File: src/rtl/fetch_pkg.sv
// Shared types and constants for the instruction fetch stage of the
// multicycle RV32I core.
package fetch_pkg;

  localparam int XLEN = 32;

  // Word presented to the decoder while no instruction is held (addi x0,x0,0)
  localparam logic [XLEN-1:0] NOP_INST = 32'h0000_0013;

  localparam logic [XLEN-1:0] DEFAULT_RESET_PC = 32'h0000_0000;

  typedef enum logic [1:0] {
    S_BOOT,
    S_FETCH,
    S_WAIT,
    S_HOLD
  } fetchState_t;

  // Force an address onto a word boundary
  function automatic logic [XLEN-1:0] alignWord(input logic [XLEN-1:0] addr);
    return {addr[XLEN-1:2], 2'b00};
  endfunction

endpackage

File: src/rtl/fetch_unit_if.sv
// Bus bundle of the fetch stage: instruction memory request/response,
// the valid/ready instruction stream to decode, and the redirect port.
// The master side is the fetch unit, the slave side is its environment.
interface fetch_unit_if;
  import fetch_pkg::*;

  logic            O_IMEM_REQ;
  logic [XLEN-1:0] O_IMEM_ADDR;
  logic            I_IMEM_GNT;
  logic            I_IMEM_RVALID;
  logic [XLEN-1:0] I_IMEM_RDATA;

  logic            O_VALID;
  logic [XLEN-1:0] O_INST;
  logic [XLEN-1:0] O_PC;
  logic            I_READY;

  logic            I_REDIRECT;
  logic [XLEN-1:0] I_REDIRECT_PC;
  logic            O_MISALIGN;

  modport master (
    output O_IMEM_REQ, O_IMEM_ADDR, O_VALID, O_INST, O_PC, O_MISALIGN,
    input  I_IMEM_GNT, I_IMEM_RVALID, I_IMEM_RDATA, I_READY,
           I_REDIRECT, I_REDIRECT_PC
  );

  modport slave (
    input  O_IMEM_REQ, O_IMEM_ADDR, O_VALID, O_INST, O_PC, O_MISALIGN,
    output I_IMEM_GNT, I_IMEM_RVALID, I_IMEM_RDATA, I_READY,
           I_REDIRECT, I_REDIRECT_PC
  );

endinterface

File: src/rtl/fetch_unit.sv
// Instruction fetch stage: owns the PC, keeps at most one instruction
// memory read in flight, buffers the returned word for decode and handles
// branch/jump redirects. A redirect that lands while a read is in flight
// marks that read as killed so its late response is thrown away.
module fetch_unit
  import fetch_pkg::*;
#(
  parameter logic [XLEN-1:0] RESET_PC = DEFAULT_RESET_PC
) (
  input  logic         CLK,
  input  logic         RSTn,
  fetch_unit_if.master bus
);

  fetchState_t     state;
  logic [XLEN-1:0] pc;
  logic            kill;
  logic [XLEN-1:0] instBuf;
  logic [XLEN-1:0] pcBuf;
  logic            validReg;
  logic            misalignReg;

  logic [XLEN-1:0] pcInc;
  logic [XLEN-1:0] redirTarget;

  assign pcInc       = pc + XLEN'(4);
  assign redirTarget = alignWord(bus.I_REDIRECT_PC);

  // Fetch FSM with registered decode-side outputs; redirect overrides the pc last
  always_ff @(posedge CLK) begin
    if (!RSTn) begin
      state       <= S_BOOT;
      pc          <= RESET_PC;
      kill        <= 1'b0;
      validReg    <= 1'b0;
      instBuf     <= NOP_INST;
      pcBuf       <= RESET_PC;
      misalignReg <= 1'b0;
    end else begin
      misalignReg <= 1'b0;
      case (state)
        S_BOOT: begin
          state <= S_FETCH;
        end
        S_FETCH: begin
          if (bus.I_IMEM_GNT) begin
            state <= S_WAIT;
            if (bus.I_REDIRECT) begin
              kill <= 1'b1;
            end
          end
        end
        S_WAIT: begin
          if (bus.I_IMEM_RVALID) begin
            kill <= 1'b0;
            if (kill || bus.I_REDIRECT) begin
              state <= S_FETCH;
            end else begin
              validReg <= 1'b1;
              instBuf  <= bus.I_IMEM_RDATA;
              pcBuf    <= pc;
              pc       <= pcInc;
              state    <= S_HOLD;
            end
          end else if (bus.I_REDIRECT) begin
            kill <= 1'b1;
          end
        end
        S_HOLD: begin
          if (bus.I_READY || bus.I_REDIRECT) begin
            validReg <= 1'b0;
            instBuf  <= NOP_INST;
            state    <= S_FETCH;
          end
        end
        default: begin
          state <= S_BOOT;
        end
      endcase
      if (bus.I_REDIRECT && (state != S_BOOT)) begin
        pc          <= redirTarget;
        misalignReg <= bus.I_REDIRECT_PC[1];
      end
    end
  end

  assign bus.O_IMEM_REQ  = (state == S_FETCH);
  assign bus.O_IMEM_ADDR = pc;
  assign bus.O_VALID     = validReg;
  assign bus.O_INST      = instBuf;
  assign bus.O_PC        = pcBuf;
  assign bus.O_MISALIGN  = misalignReg;

endmodule

File: src/flat_wrapper.sv
// flat-port wrapper written by rule: the top's interface ports become plain ports
module fetch_unit_flat import fetch_pkg::*;
#(
  parameter logic [XLEN-1:0] RESET_PC = DEFAULT_RESET_PC
)
  (CLK, RSTn, bus_O_IMEM_REQ, bus_O_IMEM_ADDR, bus_O_VALID, bus_O_INST, bus_O_PC, bus_O_MISALIGN, bus_I_IMEM_GNT, bus_I_IMEM_RVALID, bus_I_IMEM_RDATA, bus_I_READY, bus_I_REDIRECT, bus_I_REDIRECT_PC);
  fetch_unit_if bus_i ();
  input  logic CLK;
  input  logic RSTn;
  output wire logic [$bits(bus_i.O_IMEM_REQ)-1:0] bus_O_IMEM_REQ;
  output wire logic [$bits(bus_i.O_IMEM_ADDR)-1:0] bus_O_IMEM_ADDR;
  output wire logic [$bits(bus_i.O_VALID)-1:0] bus_O_VALID;
  output wire logic [$bits(bus_i.O_INST)-1:0] bus_O_INST;
  output wire logic [$bits(bus_i.O_PC)-1:0] bus_O_PC;
  output wire logic [$bits(bus_i.O_MISALIGN)-1:0] bus_O_MISALIGN;
  input wire logic [$bits(bus_i.I_IMEM_GNT)-1:0] bus_I_IMEM_GNT;
  input wire logic [$bits(bus_i.I_IMEM_RVALID)-1:0] bus_I_IMEM_RVALID;
  input wire logic [$bits(bus_i.I_IMEM_RDATA)-1:0] bus_I_IMEM_RDATA;
  input wire logic [$bits(bus_i.I_READY)-1:0] bus_I_READY;
  input wire logic [$bits(bus_i.I_REDIRECT)-1:0] bus_I_REDIRECT;
  input wire logic [$bits(bus_i.I_REDIRECT_PC)-1:0] bus_I_REDIRECT_PC;
  assign bus_O_IMEM_REQ = bus_i.O_IMEM_REQ;
  assign bus_O_IMEM_ADDR = bus_i.O_IMEM_ADDR;
  assign bus_O_VALID = bus_i.O_VALID;
  assign bus_O_INST = bus_i.O_INST;
  assign bus_O_PC = bus_i.O_PC;
  assign bus_O_MISALIGN = bus_i.O_MISALIGN;
  assign bus_i.I_IMEM_GNT = bus_I_IMEM_GNT;
  assign bus_i.I_IMEM_RVALID = bus_I_IMEM_RVALID;
  assign bus_i.I_IMEM_RDATA = bus_I_IMEM_RDATA;
  assign bus_i.I_READY = bus_I_READY;
  assign bus_i.I_REDIRECT = bus_I_REDIRECT;
  assign bus_i.I_REDIRECT_PC = bus_I_REDIRECT_PC;
  fetch_unit #(.RESET_PC(RESET_PC)) u_core (.CLK(CLK), .RSTn(RSTn), .bus(bus_i));
endmodule
File: config.mk
export PLATFORM = sky130hd
export DESIGN_NAME = fetch_unit_flat
export DESIGN_NICKNAME = d
export VERILOG_FILES = /design/src/rtl/fetch_pkg.sv /design/src/rtl/fetch_unit_if.sv /design/src/rtl/fetch_unit.sv /design/src/flat_wrapper.sv
export SDC_FILE = /design/constraint.sdc
export NUM_CORES = 1
export LEC_CHECK = 0
export CAP_MARGIN = 10
export CELL_PAD_IN_SITES_DETAIL_PLACEMENT = 0
export CELL_PAD_IN_SITES_GLOBAL_PLACEMENT = 1
export CORE_MARGIN = 2
export CORE_UTILIZATION = 31
export CTS_BUF_LIST = sky130_fd_sc_hd__clkbuf_16
export DETAILED_ROUTE_END_ITERATION = 8
export PLACE_DENSITY = 0.75
export SETUP_SLACK_MARGIN = 0.02
export SLEW_MARGIN = 20
export SYNTH_ARGS = -nofsm -noshare
export SYNTH_HDL_FRONTEND = slang
export SYNTH_SLANG_ARGS = --single-unit
File: constraint.sdc
create_clock -name CLK -period 2.5 [get_ports CLK]
set_input_delay 0.75 -clock CLK [delete_from_list [all_inputs] [get_ports CLK]]
set_output_delay 0.75 -clock CLK [all_outputs]
set_load 0.005 [all_outputs]
==> impl_metrics.yaml, run 1 <==
status:
  status: "finished clean"
cells_and_area:
  syn2layout_area_growth_pct: 49.0
  mostFrequentLayoutCell: "clkdlybuf4s50_1"
  fin_area_um2: 6800
  layout_common_cells: "clkdlybuf4s50_1, nand2_1, dfxtp_1, a21oi_1, nand3_1"
  final_layout_size_suffix_gt1_share_pct: 8.68
  antenna_cells: 0
  final_util_pct: 47.0
  finalNetCount: 830
die:
  core_um2: 14500
  start_util_pct: 31.5
  fp.dieH_um: 125
  io_pins: 169
  dieArea_um2: 15700
  die_w_um: 125
  row_count: 44
hold_path:
  min_path_cells: 2
  holdPathEnd: "u_core.bus.O_PC[8]"
  min_path_type: "reg2reg"
  hold_path_startpoint: "u_core.bus.O_PC[8]"
timing:
  fin_crit_ns: 2.37
  hold_viol: 0
  rsz0062_at_grt: "false"
  setup_ws_ns: 0.130
  whs_ns: 0.451
  drv_slew: 0
  finalCritPeriodShare_pct: 94.8
  setup_viol: 0
  finClkSkew_ns: 0.00689
  fmax_mhz: 422
detailed_routing:
  vias: 4858
  drtAntennaViolNets: 0
  drt_iter0_markers: 322
  drc: 0
  postRouteWirelength_mm: 14.9
  wl_per_cell_um: 15.8
  dr.pass1.iters: 5
  via_per_inst: 5.15
global_routing:
  gr-total-overflow: 0
  grt_max_degree: 69
  grt_pass1_wl_mm: 23.9
  track_usage_pct: 18.8
  antenna_found_initial: 0
  grt_pass1_vias: 4503
worst_setup_path:
  r2r_slack_ns: 0.38
  worst-endpoint-required_ns: 1.75
  timing.rr.end: "u_core.bus.O_IMEM_ADDR[27]"
  reg2reg_depth: 7
  arrival_ns: 1.62
  critPathLaunchType: "register"
  r2r-start: "u_core.state[0]"
  cp_max_fo: 7
  worstSetupPathType: "reg2out"
  crit_path_end_kind: "output port"
synthesis:
  ys_ff_latch: 97
  syn-cell-area_um2: 4560
  synth_top_family_by_area: "simple AND/OR/NAND/NOR gates"
  synth_enable_flop_cells: 0
  synthXorXnorAreaFrac_pct: 0
  yosys.area_share.simple_pct: 28.9
  ys_types: 58
  synthMuxAreaShare_pct: 0.439
  syn_inst: 593
  synth_top_flop_cell: "dfxtp_1"
  ys_seq_area_share_pct: 42.6
  synth_compound_area_share_pct: 20.4
  yosys_warnings: 0
  synth-adder-area-share_pct: 1.37
  synthArstFlopShare_pct: 0
  avgSynthCellArea_um2: 7.69
clock_tree:
  root_buffer: "clkbuf_16"
  post-cts-setup-buffers: 0
  post_cts_resized: 0
  h-tree-depth: 3
  hold_buffers: 0
  cts_tree: "done"
  cts.sinks: 97
  clk_path_buf_depth: 2
  clkTransAtPathRegs_ns: 0.06
  cts_buffers: 9
  clock_latency_ns: 0.35
power_and_ir_drop:
  peakVddDrop_v: 0.000369
  power_density_nw_per_um2: 537
  power_mw: 3.65
  p_leak_nw: 2.34
place:
  place_congestion: 0.830
  port-buffer-count: 163
  post-place-ws_ns: -0.0843
  hpwl_mm: 10.7
  dpl-instance-area_um2: 6510
job:
  drv_cap: 0
-- registers in the layout, indices dropped and copies added (netlist names) --
name and flops:
u_core.bus.O_INST 32, u_core.bus.O_IMEM_ADDR 30, u_core.bus.O_PC 30, u_core.state 2
u_core.bus.O_MISALIGN 1, u_core.bus.O_VALID 1, u_core.kill 1
-- power breakdown --
group / switching (mW) / internal [mW]
registers: 0.0782 / 1.60
clock network: 0.599 / 0.767
logic: 0.275 / 0.329
-- stage by stage --
step                      setup TNS, ns  std cells
after floorplan                       0        596
after global placement          -0.0810        928
after detailed placement         -0.385        928
after CTS                             0        944
after global routing                  0        944
final                                 0        944
-- synth_stat cells (3+ instances only) --
library cell  number  area share [%]
a21oi_1           89             9.8
a31oi_1            9             1.2
and2_1             3            0.41
and3_1             9             1.2
buf_1              3            0.25
buf_2              9            0.99
buf_4              5            0.82
clkbuf_1          29             2.4
dfxtp_1           97              43
ha_1               5             1.4
inv_1              5            0.41
nand2_1          123              10
nand3_1           47             5.2
nand3b_1           3            0.49
nand4_1           12             1.6
nand4_2            3            0.82
nor2_1            28             2.3
nor3_1            11             1.2
nor3b_1            7             1.2
o211ai_1           7             1.2
o21a_1             4            0.66
o21ai_0           20             2.2
o22ai_1            4            0.55
o31a_1             3            0.58
o31ai_1            3            0.49
or2_2              4            0.55
or3_1              4            0.55
or4_1              5            0.82
-- critical path, cell delays in order (launching register included) --
cell	delay (ns)
dfxtp_1	0.45
inv_1	0.10
ha_1	0.25
clkdlybuf4s50_1	0.48
-- layer usage --
metal  wire, um  vias up  track usage, %  part of all wire (%)
li1           -     2419               -                     -
met1       6830     2267            25.4                    46
met2       7070      149            30.1                    47
met3        692       23            3.38                   4.6
met4        339        0            7.19                   2.3
met5          0        -               0                     0
-- worst max-delay path by stage --
stage                          from                         end  slack [ns]  cells after the start
detailed placement   bus_I_REDIRECT  u_core.bus.O_IMEM_ADDR[10]       -0.08                      7
global placement     bus_I_REDIRECT  u_core.bus.O_IMEM_ADDR[25]       -0.04                      7
CTS                 u_core.state[1]              bus_O_IMEM_REQ        0.10                      3
global route        u_core.state[0]              bus_O_IMEM_REQ        0.02                      2
floorplan            bus_I_REDIRECT  u_core.bus.O_IMEM_ADDR[23]        0.38                      8
finish              u_core.state[1]              bus_O_IMEM_REQ        0.13                      3
-- cell families (layout without fill, tap and decap cells) --
| group | after synthesis | in the layout |
|---|---|---|
| other | 1 | 4 |
| DFF | 97 | 97 |
| adders and majority gates | 5 | 5 |
| muxes | 2 | 2 |
| AOI/OAI and AO/OA | 159 | 159 |
| and+or+nand+nor | 272 | 272 |
| buffers and inverters | 57 | 221 |
-- area by class of cell --
cell class	instances	area, um^2
clock buffers	9	225
clock inverters	7	63.8
fillers	1420	7680
inverters	6	22.5
multi-input cells	442	2350
flip-flops and latches	97	1940
well taps	184	230
repair buffers	199	1960
No activity file was read; power rests on OpenSTA's default activity.
==> run 2, diff against run 1 <==
--- a/config.mk
+++ b/config.mk
@@ -8,7 +8,6 @@
 export CAP_MARGIN = 10
 export CELL_PAD_IN_SITES_DETAIL_PLACEMENT = 0
 export CELL_PAD_IN_SITES_GLOBAL_PLACEMENT = 1
-export CORE_MARGIN = 2
 export CORE_UTILIZATION = 31
 export CTS_BUF_LIST = sky130_fd_sc_hd__clkbuf_16
 export DETAILED_ROUTE_END_ITERATION = 8
==> run 2 against run 1 <==
  * Sequential cell count stayed put
  * Design area shrank 0.55%
  * Maximum frequency fell by 0.45%
  * Register-to-register slack worse by 0.08 ns
  * Sequential power barely moved
  * Power is 3.2% lower
  * Critical path depth stayed put
==> impl_metrics.yaml, run 2 (synthesis gave the netlist of run 1 again) <==
status:
  status: "finished clean"
timing:
  finClkSkew_ns: 0.00469
  setup_ws_ns: 0.119
  tns_ns: 0
  rsz0062_at_grt: "false"
  setup_viol: 0
  fin_crit_ns: 2.38
  drv_slew: 0
  whs_ns: 0.449
  maxSlewHeadroom_pct: 57.8
  fmax_mhz: 420
  worst_pin_slew_ns: 0.630
  hold_viol: 0
  finalCritPeriodShare_pct: 95.2
clock_tree:
  cts_tree: "done"
  clock_latency_ns: 0.34
  clk_path_buf_depth: 2
  hold_buffers: 0
  post_cts_resized: 0
  post-cts-setup-buffers: 0
  cts_buffers: 9
  h-tree-depth: 3
  clkTransAtPathRegs_ns: 0.06
  cts.sinks: 97
  root_buffer: "clkbuf_16"
global_routing:
  gr-total-overflow: 0
  grt_pass1_wl_mm: 23.3
  grt_max_degree: 46
  grt_pass1_vias: 4460
  antenna_found_initial: 0
  track_usage_pct: 19.9
die:
  start_util_pct: 32.4
  row_count: 43
  die_w_um: 123
  dieArea_um2: 15200
  core_um2: 14100
  fp.dieH_um: 123
  io_pins: 169
power_and_ir_drop:
  peakVddDrop_v: 0.000304
  p_leak_nw: 2.33
  power_mw: 3.54
  power_density_nw_per_um2: 523
worst_setup_path:
  worstSetupPathType: "reg2out"
  cp_max_fo: 7
  worst-endpoint-required_ns: 1.75
  arrival_ns: 1.63
  crit_path_end_kind: "output port"
  critPathLaunchType: "register"
detailed_routing:
  wl_per_cell_um: 16.0
  via_per_inst: 5.18
  drtAntennaViolNets: 0
  drc: 0
  drt_iter0_markers: 374
  dr.pass1.iters: 4
  postRouteWirelength_mm: 15.1
  vias: 4877
cells_and_area:
  antenna_cells: 0
  layout_common_cells: "clkdlybuf4s50_1, nand2_1, dfxtp_1, a21oi_1, nand3_1"
  stdcell_count: 942
  multi_input_area_um2: 2360
  regArea_um2: 1940
  fin_area_um2: 6760
  mostFrequentLayoutCell: "clkdlybuf4s50_1"
  final_layout_size_suffix_gt1_share_pct: 8.79
  finalNetCount: 833
  fillers: 1386
  largest_reg_flops: 32
  final_util_pct: 48.0
  syn2layout_area_growth_pct: 48.2
hold_path:
  min_path_type: "reg2reg"
place:
  post-place-ws_ns: -0.160
  place_congestion: 0.807
  placed_cells: 927
  port-buffer-count: 163
  dpl-instance-area_um2: 6510
  hpwl_mm: 10.8
job:
  drv_cap: 0
==> run 2: cell count changes in the layout (fill, tap and decap cells not counted), sizes merged <==
cell and change:
buf +3, bufinv -1
==> run 2: worst paths after layout <==
check / from / end / slack, ns / cells past startpoint
worst max-delay path: u_core.state[1] / bus_O_IMEM_REQ / 0.12 / 3
worst min-delay path: u_core.bus.O_INST[15] / u_core.bus.O_INST[15] / 0.45 / 2
worst max register to register: u_core.state[1] / u_core.bus.O_IMEM_ADDR[27] / 0.30 / 7
worst min register to register: u_core.bus.O_INST[15] / u_core.bus.O_INST[15] / 0.45 / 2
==> run 2: cell type report <==
cell class	instances	share of cell area (%)
clock buffers	9	3.33
flip-flops and latches	97	28.7
multi-input cells	442	34.8
well taps	180	3.33
clock inverters	6	0.426
repair buffers	202	29.0
inverters	6	0.333
==> run 2: metal layers <==
metal / vias up / wire [um] / global-route usage, %
met3: 11 / 606 / 3.09
met4: 0 / 225 / 7.53
met1: 2330 / 7080 / 27.4
met2: 111 / 7200 / 31.2
met5: - / 0 / 0
li1: 2425 / - / -
==> run 2: power breakdown <==
part | internal (mW) | switching (mW) | total, mW
Clock | 0.655 | 0.589 | 1.24
Combinational | 0.332 | 0.278 | 0.611
Sequential | 1.60 | 0.0773 | 1.68
==> run 2: critical path, stage by stage, from the launching register on <==
cell and delay (ns):
dfxtp_1 0.45, inv_1 0.10, ha_1 0.25, clkdlybuf4s50_1 0.49
